[config.mk]
export PLATFORM = sky130hd
export DESIGN_NAME = if_fetch_stage
export DESIGN_NICKNAME = d
export VERILOG_FILES = /design/src/rtl/if_fetch_stage.sv
export SDC_FILE = /design/constraint.sdc
export NUM_CORES = 1
export LEC_CHECK = 0
export ABC_AREA = 1
export ABC_CLOCK_PERIOD_IN_PS = 5160
export CORE_MARGIN = 2
export CORE_UTILIZATION = 45
export CTS_CLUSTER_DIAMETER = 100
export CTS_CLUSTER_SIZE = 25
export DETAILED_ROUTE_END_ITERATION = 10
export PLACE_DENSITY = 0.85
export SLEW_MARGIN = 0
export SYNTH_ARGS = -nofsm -noshare
export SYNTH_HDL_FRONTEND = slang
export SYNTH_SLANG_ARGS = --single-unit
[constraint.sdc]
create_clock -name clk -period 5.16 [get_ports clk]
set_input_delay 1.032 -clock clk [delete_from_list [all_inputs] [get_ports clk]]
set_output_delay 1.032 -clock clk [all_outputs]
set_load 0.01 [all_outputs]
[src/rtl/if_fetch_stage.sv]
// Instruction fetch stage: issues word fetches to instruction memory, holds one
// instruction for decode, and handles redirects that arrive while a fetch is in flight.
module if_fetch_stage #(
    parameter logic [31:0] RESET_PC = 32'h0040_0000
) (
    input  logic        clk,
    input  logic        rst,
    input  logic        redirect,
    input  logic [31:0] redirect_pc,
    output logic        imem_req,
    output logic [31:0] imem_addr,
    input  logic        imem_ack,
    input  logic [31:0] imem_rdata,
    output logic        id_valid,
    input  logic        id_ready,
    output logic [31:0] pc_out,
    output logic [31:0] instr,
    output logic [15:0] imm16,
    output logic [4:0]  rs,
    output logic [4:0]  rt,
    output logic [4:0]  rd,
    output logic        andi,
    output logic        ori,
    output logic        xori
);

    typedef enum logic [1:0] {IDLE, FETCH, HOLD, DISCARD} state_t;

    state_t      state, state_nx;
    logic [31:0] pc, pc_nx;
    logic [31:0] discard_addr, discard_addr_nx;
    logic        load;

    // NOTE: every always_comb output gets a default first so no path can infer a latch.
    always_comb begin
        state_nx        = state;
        pc_nx           = pc;
        discard_addr_nx = discard_addr;
        load            = 1'b0;
        case (state)
            IDLE: begin
                if (redirect) pc_nx = redirect_pc;
                state_nx = FETCH;
            end
            FETCH: begin
                if (redirect) begin
                    pc_nx = redirect_pc;
                    // An un-acked request must still be drained before the new address goes out.
                    if (!imem_ack) begin
                        discard_addr_nx = pc;
                        state_nx        = DISCARD;
                    end
                end else if (imem_ack) begin
                    load     = 1'b1;
                    pc_nx    = pc + 32'd4;
                    state_nx = HOLD;
                end
            end
            HOLD: begin
                if (redirect) begin
                    pc_nx    = redirect_pc;
                    state_nx = FETCH;
                end else if (id_ready) begin
                    state_nx = FETCH;
                end
            end
            DISCARD: begin
                if (redirect) pc_nx = redirect_pc;
                if (imem_ack) state_nx = FETCH;
            end
            default: state_nx = IDLE;
        endcase
    end

    // NOTE: sequential state uses non-blocking assignments so all registers update together.
    always_ff @(posedge clk or posedge rst) begin
        if (rst) begin
            state        <= IDLE;
            pc           <= RESET_PC;
            discard_addr <= '0;
            instr        <= '0;
            pc_out       <= '0;
        end else begin
            state        <= state_nx;
            pc           <= pc_nx;
            discard_addr <= discard_addr_nx;
            if (load) begin
                instr  <= imem_rdata;
                pc_out <= pc;
            end
        end
    end

    assign imem_req  = (state == FETCH) || (state == DISCARD);
    assign imem_addr = (state == DISCARD) ? discard_addr : pc;
    assign id_valid  = (state == HOLD);

    assign imm16 = instr[15:0];
    assign rs    = instr[25:21];
    assign rt    = instr[20:16];
    assign rd    = instr[15:11];
    assign andi  = (instr[31:26] == 6'b001100);
    assign ori   = (instr[31:26] == 6'b001101);
    assign xori  = (instr[31:26] == 6'b001110);

endmodule

Word-level counts from Yosys, hierarchy flattened:

Index checks and enable logic that the tools add are counted.

* register bits after elaboration: 130
* input port bits: 69
* output and inout bits: 132
* logic and storage cells: 39

* add/subtract/negate cells: 1
* equality and inequality tests: 11
* multiplexer cells: 15
* bitwise gates (word level): 1
* reduce and logical (&&, ||, !) cells: 6

Operator list (count)
* 32-bit two-way mux: 4
* 32-bit one-hot mux with 2 select lines: 1
* 32-bit by 3-bit adder with 32-bit output, second input constant: 1
* 6-bit by 4-bit == test with 1-bit output, second input constant: 3
* 2-bit two-way mux: 6
* 2-bit one-hot mux with 4 select lines: 1
* 3-bit != test, second input constant: 2
* 2-bit == test, second input constant: 2
* 4-bit AND reduction: 1
* 1-bit two-way mux: 3
* 3-bit by 2-bit != test with 1-bit output, second input constant: 1
* 3-bit AND reduction: 1
* 3-bit OR reduction: 1
* 2-bit by 1-bit == test with 1-bit output, second input constant: 1
* 2-bit zero test: 1
* 2-bit by 1-bit != test with 1-bit output, second input constant: 1
* 2-bit != test, second input constant: 1
* 2-bit AND reduction: 1
* 1-bit logical OR: 1
* 1-bit inverter: 1

Longest topological paths before layout:

Gate-level depths: netlist (run 1).

* depth in word-level cells: 4
* depth in mapped cells: 10
* depth with buffers taken out: 10

Worst setup path after synthesis (run 1):

No wires, ideal clock.

* kind: flip-flop to output port
* start point: register state[1]
* end point: output imem_addr[10]
* arrival time: 1189 ps
* data required time: 4128 ps
* slack: 2939 ps
* stages on the path, launching flop included: 5
* buffers on the path: 1
* cells stage by stage: dfrtp_1 nand2_1 clkbuf_1 nor2_1 a21oi_1

* cells in the longest elaborated chain, start to end: 2

Ends and longest elaborated chain
* from (decl): line 29 `state_t state, state_nx;`
* from (signal assigned): line 84 `state <= state_nx;`
* 2-bit == test: line 95 `assign imem_addr = (state == DISCARD) ? discard_addr : pc;`
* 32-bit two-way mux: line 95
* to (decl): line 11 `output logic [31:0] imem_addr,`

No other way between the ends.

Final worst setup path (run 1):

* start point: register state[0]
* end point: output imem_addr[10]

The elaborated chain is that of the path after synthesis.

==> results of run 1 <==
[path summary, 6_finish.rpt]
path	from	to	slack (ps)	cells past startpoint
hold reg to reg	discard_addr[9]	discard_addr[9]	480	2
hold / removal	discard_addr[9]	discard_addr[9]	480	2
min in group asynchronous	rst	instr[2]	1190	2
setup reg to reg	state[0]	pc_out[21]	2700	8
max in group asynchronous	rst	pc_out[24]	3040	3
setup / recovery	state[0]	imem_addr[10]	1530	4
[sequential cells by signal, indices dropped and copies added, names as in the netlist]
register,flops
pc_out,32
pc,32
state,2
instr,32
discard_addr,32
[worst max-delay path, delay by kind of cell, from the launching register on]
family | cells | cell delay, ps
AOI/OAI and AO/OA | 1 | 190
buffers and inverters | 1 | 600
DFF | 1 | 450
and+or+nand+nor | 2 | 920
[placed cells by master, fill, tap and decap left out, drive strengths merged, types with 2 or more instances in the layout]
master,count
nor3,9
clkdlybuf4s50,200
o21ai,93
nand2,318
inv,51
buf,6
clkinv,3
dfrtp,129
a21oi,43
bufinv,3
nor2,97
clkinvlp,3
nand4,4
clkbuf,24
and2,2
o22ai,3
nand3,31
[area by class of cell]
cell class                 count  share of cell area
timing repair buffer         206               0.229
inverter                      52              0.0224
multi-input combinational    609               0.290
sequential                   130               0.362
tap                          180              0.0251
clock buffer                  24              0.0570
clock inverter                 8              0.0137
[layer usage]
| metal | wire, um | vias up | GRT usage |
|---|---|---|---|
| met2 | 8770 | 271 | 0.419 |
| met4 | 448 | 0 | 0.0994 |
| met5 | 0 | - | 0 |
| met3 | 1570 | 35 | 0.0682 |
| met1 | 7560 | 2846 | 0.310 |
| li1 | - | 3023 | - |
[where the power goes]
part           internal, uW  switching, uW  leakage [uW]
registers              1460            334       0.00159
logic                  1270           1220       0.00228
clock network           835            440      0.000304
total                  3560           1990       0.00417
[through the flow]
| step | setup slack [ps] | hold slack, ps | cells | cell area [um2] | total power [uW] |
|---|---|---|---|---|---|
| 3_3_place_gp | 1710 | 457 | 1177 | 8350 | 4230 |
| 2_1_floorplan | 660 | 454 | 860 | 6470 | 3060 |
| 5_1_grt | 1230 | 512 | 1209 | 8980 | 5950 |
| 3_5_place_dp | 1610 | 474 | 1177 | 8350 | 4290 |
| 6_report | 1530 | 483 | 1209 | 8980 | 5550 |
| 4_1_cts | 1460 | 487 | 1209 | 8980 | 5600 |
[cell families after synthesis]
kind of cell | Yosys count | synth area share
adder cells (fa/ha/maj) | 1 | 0.00193
AND/OR/NAND/NOR | 464 | 0.286
buffers and inverters | 121 | 0.0950
flip-flops | 130 | 0.503
AO/OA/AOI/OAI | 144 | 0.114
==> impl_metrics.ini, run 1 <==
[cts]
cts_made_buffers = 17
clockBufferDepth = 2
cts_tree = built
cts.clk_slew.worst_paths_ps = 60
cts.sinks = 130
cts_resized = 0
clk_root_buffer_cell = clkbuf_16
clk_latency_ps = 420
cts_setup_buffers = 0
cts_hold_buf = 0
htree_levels = 4

[run_status]
status = finished, final reports clean

[floorplan]
die_x_um = 124
dieArea_um2 = 15300
core_area_um2 = 13900
die_y_um = 124
num_rows = 43
start_util = 0.464
num_io_pins = 201

[timing]
period_share = 0.704
grt_setup_unrepaired = no
finalMaxSlewViolations = 0
setup_violations = 0
min_period_ps = 3630
setup-tns-final_ps = 0
relSlewSlack = 0.251
max_freq_ghz = 0.275
finalHoldViolCount = 0
finClkSkew_ps = 7.87
worstMarginPinSlew_ps = 1120

[yosys]
yosys-top-cells-area = dfrtp_1 50%, nand2_1 18%, nor2_1 5.3%
ys_seq_area_frac = 0.503
synth_cell_types = 30
synth_area_um2 = 6470
synth_ff_type = dfrtp_1
synth_edf_count = 0
ys_ff_latch = 130
async_flop_share = 1.00
synth_most_common_cell = nand2_1
synth_common_cells = 317 x nand2_1, 129 x dfrtp_1, 92 x nor2_1
synth_area_per_cell_um2 = 7.52
synthesis.nets = 930
synthCells = 860
ys_warn_count = 0
synth_top_area_share = 0.499
yosysTopAreaCell = dfrtp_1

[power]
vdd_drop_max_mv = 0.379
power_density_nw_per_um2 = 618
leakage_uw = 0.00417

[grt]
grt_usage = 0.251
antenna_found_initial = 0
grt-ovfl-total = 0
grt_pass1_vias = 5906
grt_pass1_wl_um = 29500
grt_max_degree = 110

[worst_setup_path]
end_kind = output port
critPathSlowestCell = nand2_2
crit_required_ps = 4130
cp_max_fo = 64
critPathMaxStageDelay_ps = 840
crit_chain = nand2_2 -> nor2_1 -> a21oi_1 -> clkdlybuf4s50_1
worstSetupPathType = flip-flop to output port
start_kind = flip-flop
worstPathArrival_ps = 2600

[drt]
remaining_drc_errors = 0
num_vias = 6175
drt_first_pass_iters = 5
first_iter_violations = 451
wl_per_cell_um = 15.2
viasPerCell = 5.11
ant_nets = 0
drt-total-wl_um = 18300

[final_layout]
layout.nets = 1086
register_area_um2 = 3250
syn2layout_area_growth_pct = 38.9
layout-drive-gt1-share = 0.0534
multiInputGateArea_um2 = 2610
diodes = 0
final_util = 0.645
num-fill-cells = 1198

[placed_design]
dpl.hpwl_um = 12900
routabilityCongestion = 0.924
port_buffers = 200

[flow_run]
max_cap_violations = 0

[min_path]
hold_path_class = flip-flop to flip-flop
Note: power is estimated with default switching activity, not from simulation.
==> run 2, diff against run 1 <==
- ABC_CLOCK_PERIOD_IN_PS: 5160 -> 3000
- CORE_UTILIZATION: 45 -> 43
- clock period: 5.16 -> 3 ns (I/O delays scaled with it)
==> impl_metrics.ini, run 2 (synthesized netlist as in run 1, its figures left out) <==
[power]
p_clk_frac = 0.214
leakage_uw = 0.00418
p_switching_uw = 3410
swShare = 0.362
vdd_drop_max_mv = 0.549
p_comb_frac = 0.459
seqPwrFrac = 0.327
power_density_nw_per_um2 = 1050
p_int_uw = 6010

[drt]
drt_first_pass_iters = 5
drt-total-wl_um = 18500
first_iter_violations = 405
remaining_drc_errors = 0
viasPerCell = 5.08
ant_nets = 0
wl_per_cell_um = 15.2
num_vias = 6194

[grt]
use_met2 = 0.381
antenna_found_initial = 0
grt-ovfl-total = 0
grt_pass1_vias = 5750
met1_usage = 0.304
grt_busiest_layer = met2
grt_usage = 0.232
grt_pass1_wl_um = 29400
grt_max_degree = 131
grt_use_met3 = 0.0523

[floorplan]
num_io_pins = 201
num_rows = 44
core_area_um2 = 14600
die_x_um = 127
dieArea_um2 = 16000
die_y_um = 127
start_util = 0.443

[timing]
period_share = 0.895
worstMarginPinSlew_ps = 727
relSlewSlack = 0.516
finalMaxSlewViolations = 0
min_period_ps = 2690
grt_setup_unrepaired = no
setup_violations = 0
max_freq_ghz = 0.372
setup-tns-final_ps = 0
finalHoldViolCount = 0
finClkSkew_ps = 6.90

[min_path]
hold_path_class = flip-flop to flip-flop

[final_layout]
layout.nets = 1092
num-fill-cells = 1282
fin_cells = 1220
layout-drive-gt1-share = 0.0531
final_common_cell = nand2_1
layout_common_cells = 316 x nand2_1, 200 x clkdlybuf4s50_1, 129 x dfrtp_1
syn2layout_area_growth_pct = 39.1

[run_status]
status = finished, final reports clean

[worst_setup_path]
crit_chain = nand2_2 -> buf_12 -> nor2_1 -> a21oi_1 -> clkdlybuf4s50_1
critPathMaxStageDelay_ps = 580
end_kind = output port
cp_max_fo = 64
worstSetupPathType = flip-flop to output port
crit_family = buffers and inverters
critical_path_buf_inv_count = 2
critPathSlowestCell = clkdlybuf4s50_1
worstPathArrival_ps = 2090
crit_required_ps = 2400
start_kind = flip-flop

[flow_run]
max_cap_violations = 0

[placed_design]
routabilityCongestion = 0.909
port_buffers = 200
dpl.hpwl_um = 13000
placed_cells = 1187

[cts]
cts_resized = 0
clk_latency_ps = 420
cts_hold_buf = 0
cts_setup_buffers = 0
clk_root_buffer_cell = clkbuf_16
cts.sinks = 130
htree_levels = 4
cts_tree = built
clockBufferDepth = 2
cts_made_buffers = 17
cts.clk_slew.worst_paths_ps = 50
==> run 2: area by class of cell <==
cell class / instances / area (um2) / share of cell area
Sequential cell: 130 / 3250 / 0.362
Multi-Input combinational cell: 609 / 2610 / 0.290
Timing Repair Buffer: 212 / 2130 / 0.237
Clock buffer: 27 / 493 / 0.0548
Tap cell: 184 / 230 / 0.0256
Inverter: 52 / 200 / 0.0223
Clock inverter: 5 / 75.1 / 0.00835
Antenna cell: 1 / 2.50 / 0.000278
==> run 2: worst reg2reg max path, delay by kind of cell, from the launching register on <==
kind	cells	cell delay [ps]
fa+ha+maj	1	200
flops	1	400
simple gates	9	1180
==> run 2: per-layer routing <==
metal | wire (um) | part of all wire
met5 | 0 | 0
met4 | 402 | 0.022
met3 | 1350 | 0.073
met2 | 8670 | 0.47
met1 | 8090 | 0.44
==> run 2: final timing paths <==
check                           startpoint         endpoint  slack (ps)  depth (start not counted)
worst max register to register       pc[2]           pc[26]        1110                         10
worst min register to register  pc_out[13]       pc_out[13]         470                          2
worst min-delay path            pc_out[13]       pc_out[13]         470                          2
max in group asynchronous              rst           pc[12]        1710                          3
min in group asynchronous              rst  discard_addr[1]         710                          3
worst max-delay path              state[0]     imem_addr[3]         310                          5
==> run 2: through the flow <==
stage                util  instance area (um2)  hold slack [ps]  worst slack, ps  power, uW
floorplan               -                 6470              454              792       5260
global placement    0.577                 8420              455              602       7330
detailed placement  0.577                 8420              458              570       7430
CTS                 0.616                 8990              472              314       9490
global route        0.616                 8990              493              122      10100
finish              0.616                 8990              467              314       9420
==> run 2: power by group through the flow <==
stage,logic [uW],clock network (uW),registers [uW]
floorplan,2080,0,3180
global placement,4260,0,3070
detailed placement,4340,0,3090
CTS,4370,2040,3080
global route,4750,2120,3190
finish,4320,2020,3080
